--- src/rtl/dmem_arb_pkg.sv ---
// Shared types and default sizing for the data-memory arbiter.
package dmem_arb_pkg;

  localparam int DATA_WIDTH_DEF    = 32;
  localparam int ADDRESS_WIDTH_DEF = 20;
  localparam int MEM_BYTES_DEF     = 4096;

  typedef enum logic [1:0] {
    IDLE  = 2'd0,
    SERVE = 2'd1,
    DONE  = 2'd2
  } state_e;

endpackage

--- src/rtl/rr_arb2.sv ---
// Two-way round-robin pick: a lone requester wins, on contention the
// requester that was not served last wins.
module rr_arb2 (
  input  logic [1:0] req,
  input  logic       last,
  output logic       valid,
  output logic       gnt
);

  // Combinational winner selection from the request pair and last-served index.
  always_comb begin
    valid = |req;
    gnt   = 1'b0;
    case (req)
      2'b01:   gnt = 1'b0;
      2'b10:   gnt = 1'b1;
      2'b11:   gnt = ~last;
      default: gnt = 1'b0;
    endcase
  end

endmodule

--- src/rtl/dmem_arbiter.sv ---
// Arbitrates two requesters onto a single data-memory port. One transaction
// takes IDLE -> SERVE -> DONE; fields are latched at grant so requesters may
// wiggle req while a transaction is in flight without disturbing it.
module dmem_arbiter
  import dmem_arb_pkg::*;
#(
  parameter int DATA_WIDTH    = DATA_WIDTH_DEF,
  parameter int ADDRESS_WIDTH = ADDRESS_WIDTH_DEF,
  parameter int MEM_BYTES     = MEM_BYTES_DEF
) (
  input  logic                       clk,
  input  logic                       rst,
  input  logic [1:0]                 req,
  input  logic [1:0]                 we,
  input  logic [1:0]                 be,
  input  logic [2*ADDRESS_WIDTH-1:0] addr,
  input  logic [2*DATA_WIDTH-1:0]    wdata,
  output logic [1:0]                 done,
  output logic                       err,
  output logic [DATA_WIDTH-1:0]      rdata,
  output logic [ADDRESS_WIDTH-1:0]   mem_address,
  output logic [DATA_WIDTH-1:0]      mem_write_data,
  output logic                       mem_we,
  output logic                       mem_re,
  output logic                       mem_be,
  input  logic [DATA_WIDTH-1:0]      mem_read_data
);

  // One extra bit so the limit itself is representable when it equals 2**ADDRESS_WIDTH.
  localparam logic [ADDRESS_WIDTH:0] MEM_LIMIT = (ADDRESS_WIDTH+1)'(MEM_BYTES);

  state_e                    state_q, state_d;
  logic                      last_q, last_d;
  logic                      g_q, g_d;
  logic                      we_q, we_d;
  logic                      be_q, be_d;
  logic                      oor_q, oor_d;
  logic [ADDRESS_WIDTH-1:0]  addr_q, addr_d;
  logic [DATA_WIDTH-1:0]     wdata_q, wdata_d;
  logic [1:0]                done_q, done_d;
  logic                      err_q, err_d;
  logic [DATA_WIDTH-1:0]     rdata_q, rdata_d;
  logic                      mem_we_q, mem_we_d;
  logic                      mem_re_q, mem_re_d;

  logic                      arb_valid;
  logic                      arb_gnt;
  logic                      sel_oor;
  logic [ADDRESS_WIDTH-1:0]  addr_s  [2];
  logic [DATA_WIDTH-1:0]     wdata_s [2];

  genvar gi;
  generate
    for (gi = 0; gi < 2; gi++) begin : g_slice
      assign addr_s[gi]  = addr[gi*ADDRESS_WIDTH +: ADDRESS_WIDTH];
      assign wdata_s[gi] = wdata[gi*DATA_WIDTH +: DATA_WIDTH];
    end
  endgenerate

  rr_arb2 u_rr_arb2 (
    .req   (req),
    .last  (last_q),
    .valid (arb_valid),
    .gnt   (arb_gnt)
  );

  assign sel_oor = ({1'b0, addr_s[arb_gnt]} >= MEM_LIMIT);

  // Next-state and next-output computation for the three-phase transaction.
  always_comb begin
    state_d  = state_q;
    last_d   = last_q;
    g_d      = g_q;
    we_d     = we_q;
    be_d     = be_q;
    oor_d    = oor_q;
    addr_d   = addr_q;
    wdata_d  = wdata_q;
    rdata_d  = rdata_q;
    done_d   = 2'b00;
    err_d    = 1'b0;
    mem_we_d = 1'b0;
    mem_re_d = 1'b0;
    case (state_q)
      IDLE: begin
        if (arb_valid) begin
          g_d      = arb_gnt;
          we_d     = we[arb_gnt];
          be_d     = be[arb_gnt];
          addr_d   = addr_s[arb_gnt];
          wdata_d  = wdata_s[arb_gnt];
          oor_d    = sel_oor;
          // Strobes are registered so they are high exactly during SERVE.
          mem_we_d = we[arb_gnt] & ~sel_oor;
          mem_re_d = ~we[arb_gnt] & ~sel_oor;
          state_d  = SERVE;
        end
      end
      SERVE: begin
        rdata_d      = (we_q || oor_q) ? '0 : mem_read_data;
        done_d[g_q]  = 1'b1;
        err_d        = oor_q;
        state_d      = DONE;
      end
      DONE: begin
        last_d  = g_q;
        state_d = IDLE;
      end
      default: state_d = IDLE;
    endcase
  end

  // State and output registers; reset also kills any in-flight memory strobe.
  always_ff @(posedge clk or negedge rst) begin
    if (!rst) begin
      state_q  <= IDLE;
      last_q   <= 1'b1;
      g_q      <= 1'b0;
      we_q     <= 1'b0;
      be_q     <= 1'b0;
      oor_q    <= 1'b0;
      addr_q   <= '0;
      wdata_q  <= '0;
      done_q   <= 2'b00;
      err_q    <= 1'b0;
      rdata_q  <= '0;
      mem_we_q <= 1'b0;
      mem_re_q <= 1'b0;
    end else begin
      state_q  <= state_d;
      last_q   <= last_d;
      g_q      <= g_d;
      we_q     <= we_d;
      be_q     <= be_d;
      oor_q    <= oor_d;
      addr_q   <= addr_d;
      wdata_q  <= wdata_d;
      done_q   <= done_d;
      err_q    <= err_d;
      rdata_q  <= rdata_d;
      mem_we_q <= mem_we_d;
      mem_re_q <= mem_re_d;
    end
  end

  assign done           = done_q;
  assign err            = err_q;
  assign rdata          = rdata_q;
  assign mem_address    = addr_q;
  assign mem_write_data = wdata_q;
  assign mem_be         = be_q;
  assign mem_we         = mem_we_q;
  assign mem_re         = mem_re_q;

endmodule

--- config.mk ---
export PLATFORM = sky130hd
export DESIGN_NAME = dmem_arbiter
export DESIGN_NICKNAME = d
export VERILOG_FILES = /design/src/rtl/dmem_arb_pkg.sv /design/src/rtl/rr_arb2.sv /design/src/rtl/dmem_arbiter.sv
export SDC_FILE = /design/constraint.sdc
export NUM_CORES = 1
export LEC_CHECK = 0
export BUFFER_PORTS_ARGS = -buffer_cell sky130_fd_sc_hd__buf_2
export CAP_MARGIN = 40
export CORE_MARGIN = 5
export CORE_UTILIZATION = 30
export CTS_BUF_LIST = sky130_fd_sc_hd__clkbuf_4 sky130_fd_sc_hd__clkbuf_8
export CTS_CLUSTER_DIAMETER = 200
export DETAILED_ROUTE_END_ITERATION = 10
export GPL_TIMING_DRIVEN = 0
export PLACE_DENSITY = 0.7
export SYNTH_ARGS = -nofsm -noshare
export SYNTH_HDL_FRONTEND = slang
export SYNTH_SLANG_ARGS = --single-unit
--- constraint.sdc ---
create_clock -name clk -period 1.6 [get_ports clk]
set_clock_uncertainty 0.2 [all_clocks]
set_input_delay 0.24 -clock clk [delete_from_list [all_inputs] [get_ports clk]]
set_output_delay 0.24 -clock clk [all_outputs]
set_load 0.01 [all_outputs]
After elaboration in Yosys (flattened, before gate mapping)
Index checks and enable logic that the tools add are counted.

storage, ports and cells
  output and inout bits = 90
  word-level logic and storage cells = 56
  input port bits = 144
  register bits after elaboration = 96

cells by class
  muxes and demuxes = 22
  equality and inequality tests = 5
  reduce and logical (&&, ||, !) cells = 5
  order comparisons = 5
  bitwise logic cells = 6

operators with widths
  operator                number
  $mux W32                4
  $mux W20                3
  $ge A20 B13 Y1 const B  1
  $mux W1                 10
  $eq A2 B2 Y1 const B    3
  $lt A1 B2 Y1 const B    2
  $mux W2                 2
  $pmux W2 S2             1
  $not A1 Y1              3
  $and A1 B1 Y1           2
  $eq A2 B1 Y1 const B    1
  $ge A2 B2 Y1 const B    1
  $logic_not A2 Y1        1
  $ne A2 B2 Y1 const B    1
  $not A1 Y2              1
  $pmux W1 S2             1
  $reduce_and A2 Y1       1
  $reduce_or A2 Y1        1
  $demux W1 S1            1
  $ge A1 B1 Y1 const B    1
  $logic_and A1 B1 Y1     1
  $logic_or A1 B1 Y1      1

Logic depth before layout (Yosys ltp)
  depth in word-level cells = 11
  depth in mapped cells = 6

By module
From an unflattened synthesis, not the netlist that was laid out.

unflattened totals
  cells, all modules = 339
  area, all modules = 4,012.6 um2

modules (own cells, without submodules)
  module        cells each  times used  area an instance (um2)  seq. area each (um2)
  dmem_arbiter  337         1           3,998.8                 2,403.6
  rr_arb2       2           1           13.8                    0.0

Worst setup path after synthesis
No wires, ideal clock.

  kind = register to register
  from = register last_q
  to = register oor_q
  required time = 1.281 ns
  path slack = 0.098 ns
  buffers on the path = 1
  stages on the path, launching flop included = 6
  data arrival time = 1.184 ns
  path through = dfstp_2 a21bo_1 buf_2 and3_1 o211ai_2 o21a_1

between the ends
  word-level cells in the longest chain between the ends = 7

RTL lines
  element                                      line                 source
  start: declaration                           dmem_arbiter.sv:33   logic last_q, last_d;
  start signal: assignment                     dmem_arbiter.sv:131  last_q <= last_d;
  $not A1 Y1                                   rr_arb2.sv:17        2'b11: gnt = ~last;
  $pmux W1 S2                                  rr_arb2.sv:14        case (req)
  $not A1 Y2 (implied by the code)             dmem_arbiter.sv:67   assign sel_oor = ({1'b0, addr_s[arb_gnt]} >= MEM_LIMIT);
  $mux W20 (implied by the code) (3 in a row)  dmem_arbiter.sv:67
  $ge A20 B13 Y1                               dmem_arbiter.sv:67
  end signal: assignment                       dmem_arbiter.sv:135  oor_q <= oor_d;
  end: declaration                             dmem_arbiter.sv:37   logic oor_q, oor_d;

Every way passes these cells. The select of a mux whose other input is x is not followed.
A chain may end at the register's enable or synchronous reset.

Worst setup path in the final report
  from = input port addr[19]
  to = register oor_q

between the ends
  word-level cells in the longest chain between the ends = 4

RTL lines
  element                                      line                source
  start: declaration                           dmem_arbiter.sv:16  input logic [2*ADDRESS_WIDTH-1:0] addr,
  $mux W20 (implied by the code) (3 in a row)  dmem_arbiter.sv:67
  $ge A20 B13 Y1                               dmem_arbiter.sv:67

Every way passes these cells. The select of a mux whose other input is x is not followed.

==> run summary <==
Root Buffer: clkbuf_8
Max_cap viols: 0
Clock Path Buffers: 2
P_leak: 0.003640 µW
Most common cell in the synthesized netlist: nand2_1
Pin count of the biggest net entering global routing: 52
Setup CP Type: in -> reg
Count of final max-slew check failures: 0
Final hold slack: 0.05285 ns
Wire per inst: 16.44 µm
Mapped Area: 3988 µm²
Arr. time, crit path: 1.76 ns
Die height: 125.3 µm
Core area: 13,140 µm²
Final hold vios: 0
Largest cells by area after synthesis: dfrtp_1, nand2_1, a31oi_1, a22o_1, nor2_1
Chip width: 125.3 µm
Post-route DRC: 0
Final setup vio count: 4
FFs w/ async S/R, synth: 1.000
Clk pin slew, worst setup/hold paths: 0.09 ns
DR iter-0 viols: 292
Nets: 941
H-tree depth: 3
Status: finished with violations
Fin area: 7241 µm²
Seq/Total Area, Yosys: 0.6028
Die Area: 15,700 µm²
Global-route wire length before repair: 25,650 µm
Grt ovf: 0
Share of cells above drive strength 1: 0.3766
Total track usage: 0.2012
PwrDens: 1302 nW/µm²
Hold wc startpoint: addr[18]
Syn_nets: 544
Final Critical Period: 1.692 ns
Ports: 234
Starting Density: 0.3035
Vias per cell: 4.808
Slew @ Worst Pin: 0.6047 ns
CTS buffer count: 9
Unrepaired setup endpoints after global routing: true
Maximum vdd drop: 0.5031 mV
Post-Route WL: 16,080 µm
Clock sinks: 96
DRT Pass-1 Iters: 5
Crit share post-route: 1.058
Top_reg_cell synth: dfrtp_1
Dpl hpwl: 9530 µm
Failing checks: negative setup slack
Post-synth top area share: 0.5962
Ant diodes: 0
Rows: 42
EDFF count, synth: 0
Mapped Cells: 400
Synth Warn #: 0
Synth area leader: dfrtp_1
Fmax: 591.0 MHz
Worst Setup SP: addr[19]
R2R Path Start: last_q
CTS tree: built
Antenna violations before repair: 0
CP Data Required Time: 1.66 ns
Setup slack after layout: -0.09202 ns
Worst-Skew Late Latency: 0.37 ns
Area added between synthesis and finish: 81.58%
Routability Congestion: 0.8397
CP Launch Type: input pin
Vias in the first global route: 4,931
Unique cell type count in the Yosys netlist: 28
Fin Setup TNS: -0.1986 ns
Min-Delay Path Class: in -> reg
Number of I/O port buffers: 233
Crit path max fanout: 3
Syn Area/Cell: 9.969 µm²
Slew margin rel.: 0.5968
Most frequent cells after synthesis: nand2_1, dfrtp_1, nor2_1, a31oi_1, a22o_1
Vias: 4,702
Critical Path End Type: flop
Placed cell area: 5404 µm²
Flops & latches, synth: 96
ANT nets after route: 0
-- where the power goes --
part | leakage (µW) | internal [µW] | switching, µW | total [µW]
Combinational | 0.00238 | 1910 | 2380 | 4290
Sequential | 0.00117 | 3220 | 429 | 3650
Clock | 0.0000823 | 588 | 895 | 1480
Total | 0.00364 | 5720 | 3700 | 9430
-- logic make-up after synthesis --
group,synth area share
simple gates,0.1710
compound gates,0.1751
mux,0.002510
flops,0.6028
buf+inv,0.04864
-- sequential cells by signal, indices dropped and copies added (netlist names) --
name,cells
mem_re,1
rdata,32
mem_address,20
state_q,2
g_q,1
last_q,1
we_q,1
mem_write_data,32
oor_q,1
err,1
done,2
mem_be,1
mem_we,1
-- through the flow --
step                      instances    util  power, µW  setup slack [ns]
final                           978  0.5511       9429          -0.09202
after global placement          809  0.4090       7283           -0.9116
after floorplan                 400       -       5754           0.09768
after global routing            978  0.5511      10090           -0.1184
after CTS                       970  0.5393       9288          -0.02736
after detailed placement        810  0.4113       7340           -0.1866
-- critical path, cell delays in order --
cell,delay [ns]
dlygate4sd3_1,0.54
buf_2,0.13
nor4_1,0.33
and3_4,0.28
o211ai_4,0.10
o21a_1,0.13
-- routing by layer --
metal	vias to the layer above	GRT usage	part of all wire	routed length, µm
li1	2164	-	-	-
met1	2237	0.2331	0.39	6327
met2	234	0.3429	0.50	8090
met3	67	0.04691	0.056	903
met4	0	0.1129	0.047	762
met5	-	0	0	0
-- area by class of cell --
cell class	instances	area (µm²)
Multi-Input combinational cell	270	1439
Sequential cell	96	2405
Buffer	29	259.0
Clock buffer	10	131.4
Inverter	5	18.77
Timing Repair Buffer	386	2723
Tap cell	176	220.2
Fill cell	1092	5897
Clock inverter	6	45.04
-- final timing paths --
check | depth (start not counted) | end | slack (ns)
min | 3 | mem_address[18] | 0.05
min reg2reg | 1 | done[0] | 0.23
max in group asynchronous | 3 | last_q | 0.29
max | 6 | oor_q | -0.09
min in group asynchronous | 2 | rdata[30] | 0.21
max reg2reg | 5 | oor_q | -0.04
-- what timing repair did --
| item | CTS | global route |
|---|---|---|
| cloned | 1 | 3 |
| buffers inserted | 3 | 5 |
| endpoints found under the hold margin | 132 | 0 |
| pin swaps | 2 | 7 |
| resized for setup | 20 | 26 |
| setup endpoints to repair | 83 | 89 |
| hold buffers | 140 | 0 |
-- layout by cell type (no fill, tap or decap), drive strengths merged, types with 2 or more instances in the layout --
| master | instances |
|---|---|
| clkbuf | 14 |
| a21oi | 2 |
| clkinvlp | 3 |
| nor2 | 59 |
| a31oi | 52 |
| nor4 | 2 |
| o21ai | 2 |
| dlygate4sd3 | 140 |
| o21a | 2 |
| buf | 271 |
| inv | 6 |
| nor3 | 3 |
| dfrtp | 95 |
| nand2 | 106 |
| clkinv | 2 |
| and3 | 2 |
| a22o | 32 |
Power figures use the tool's default switching activity.
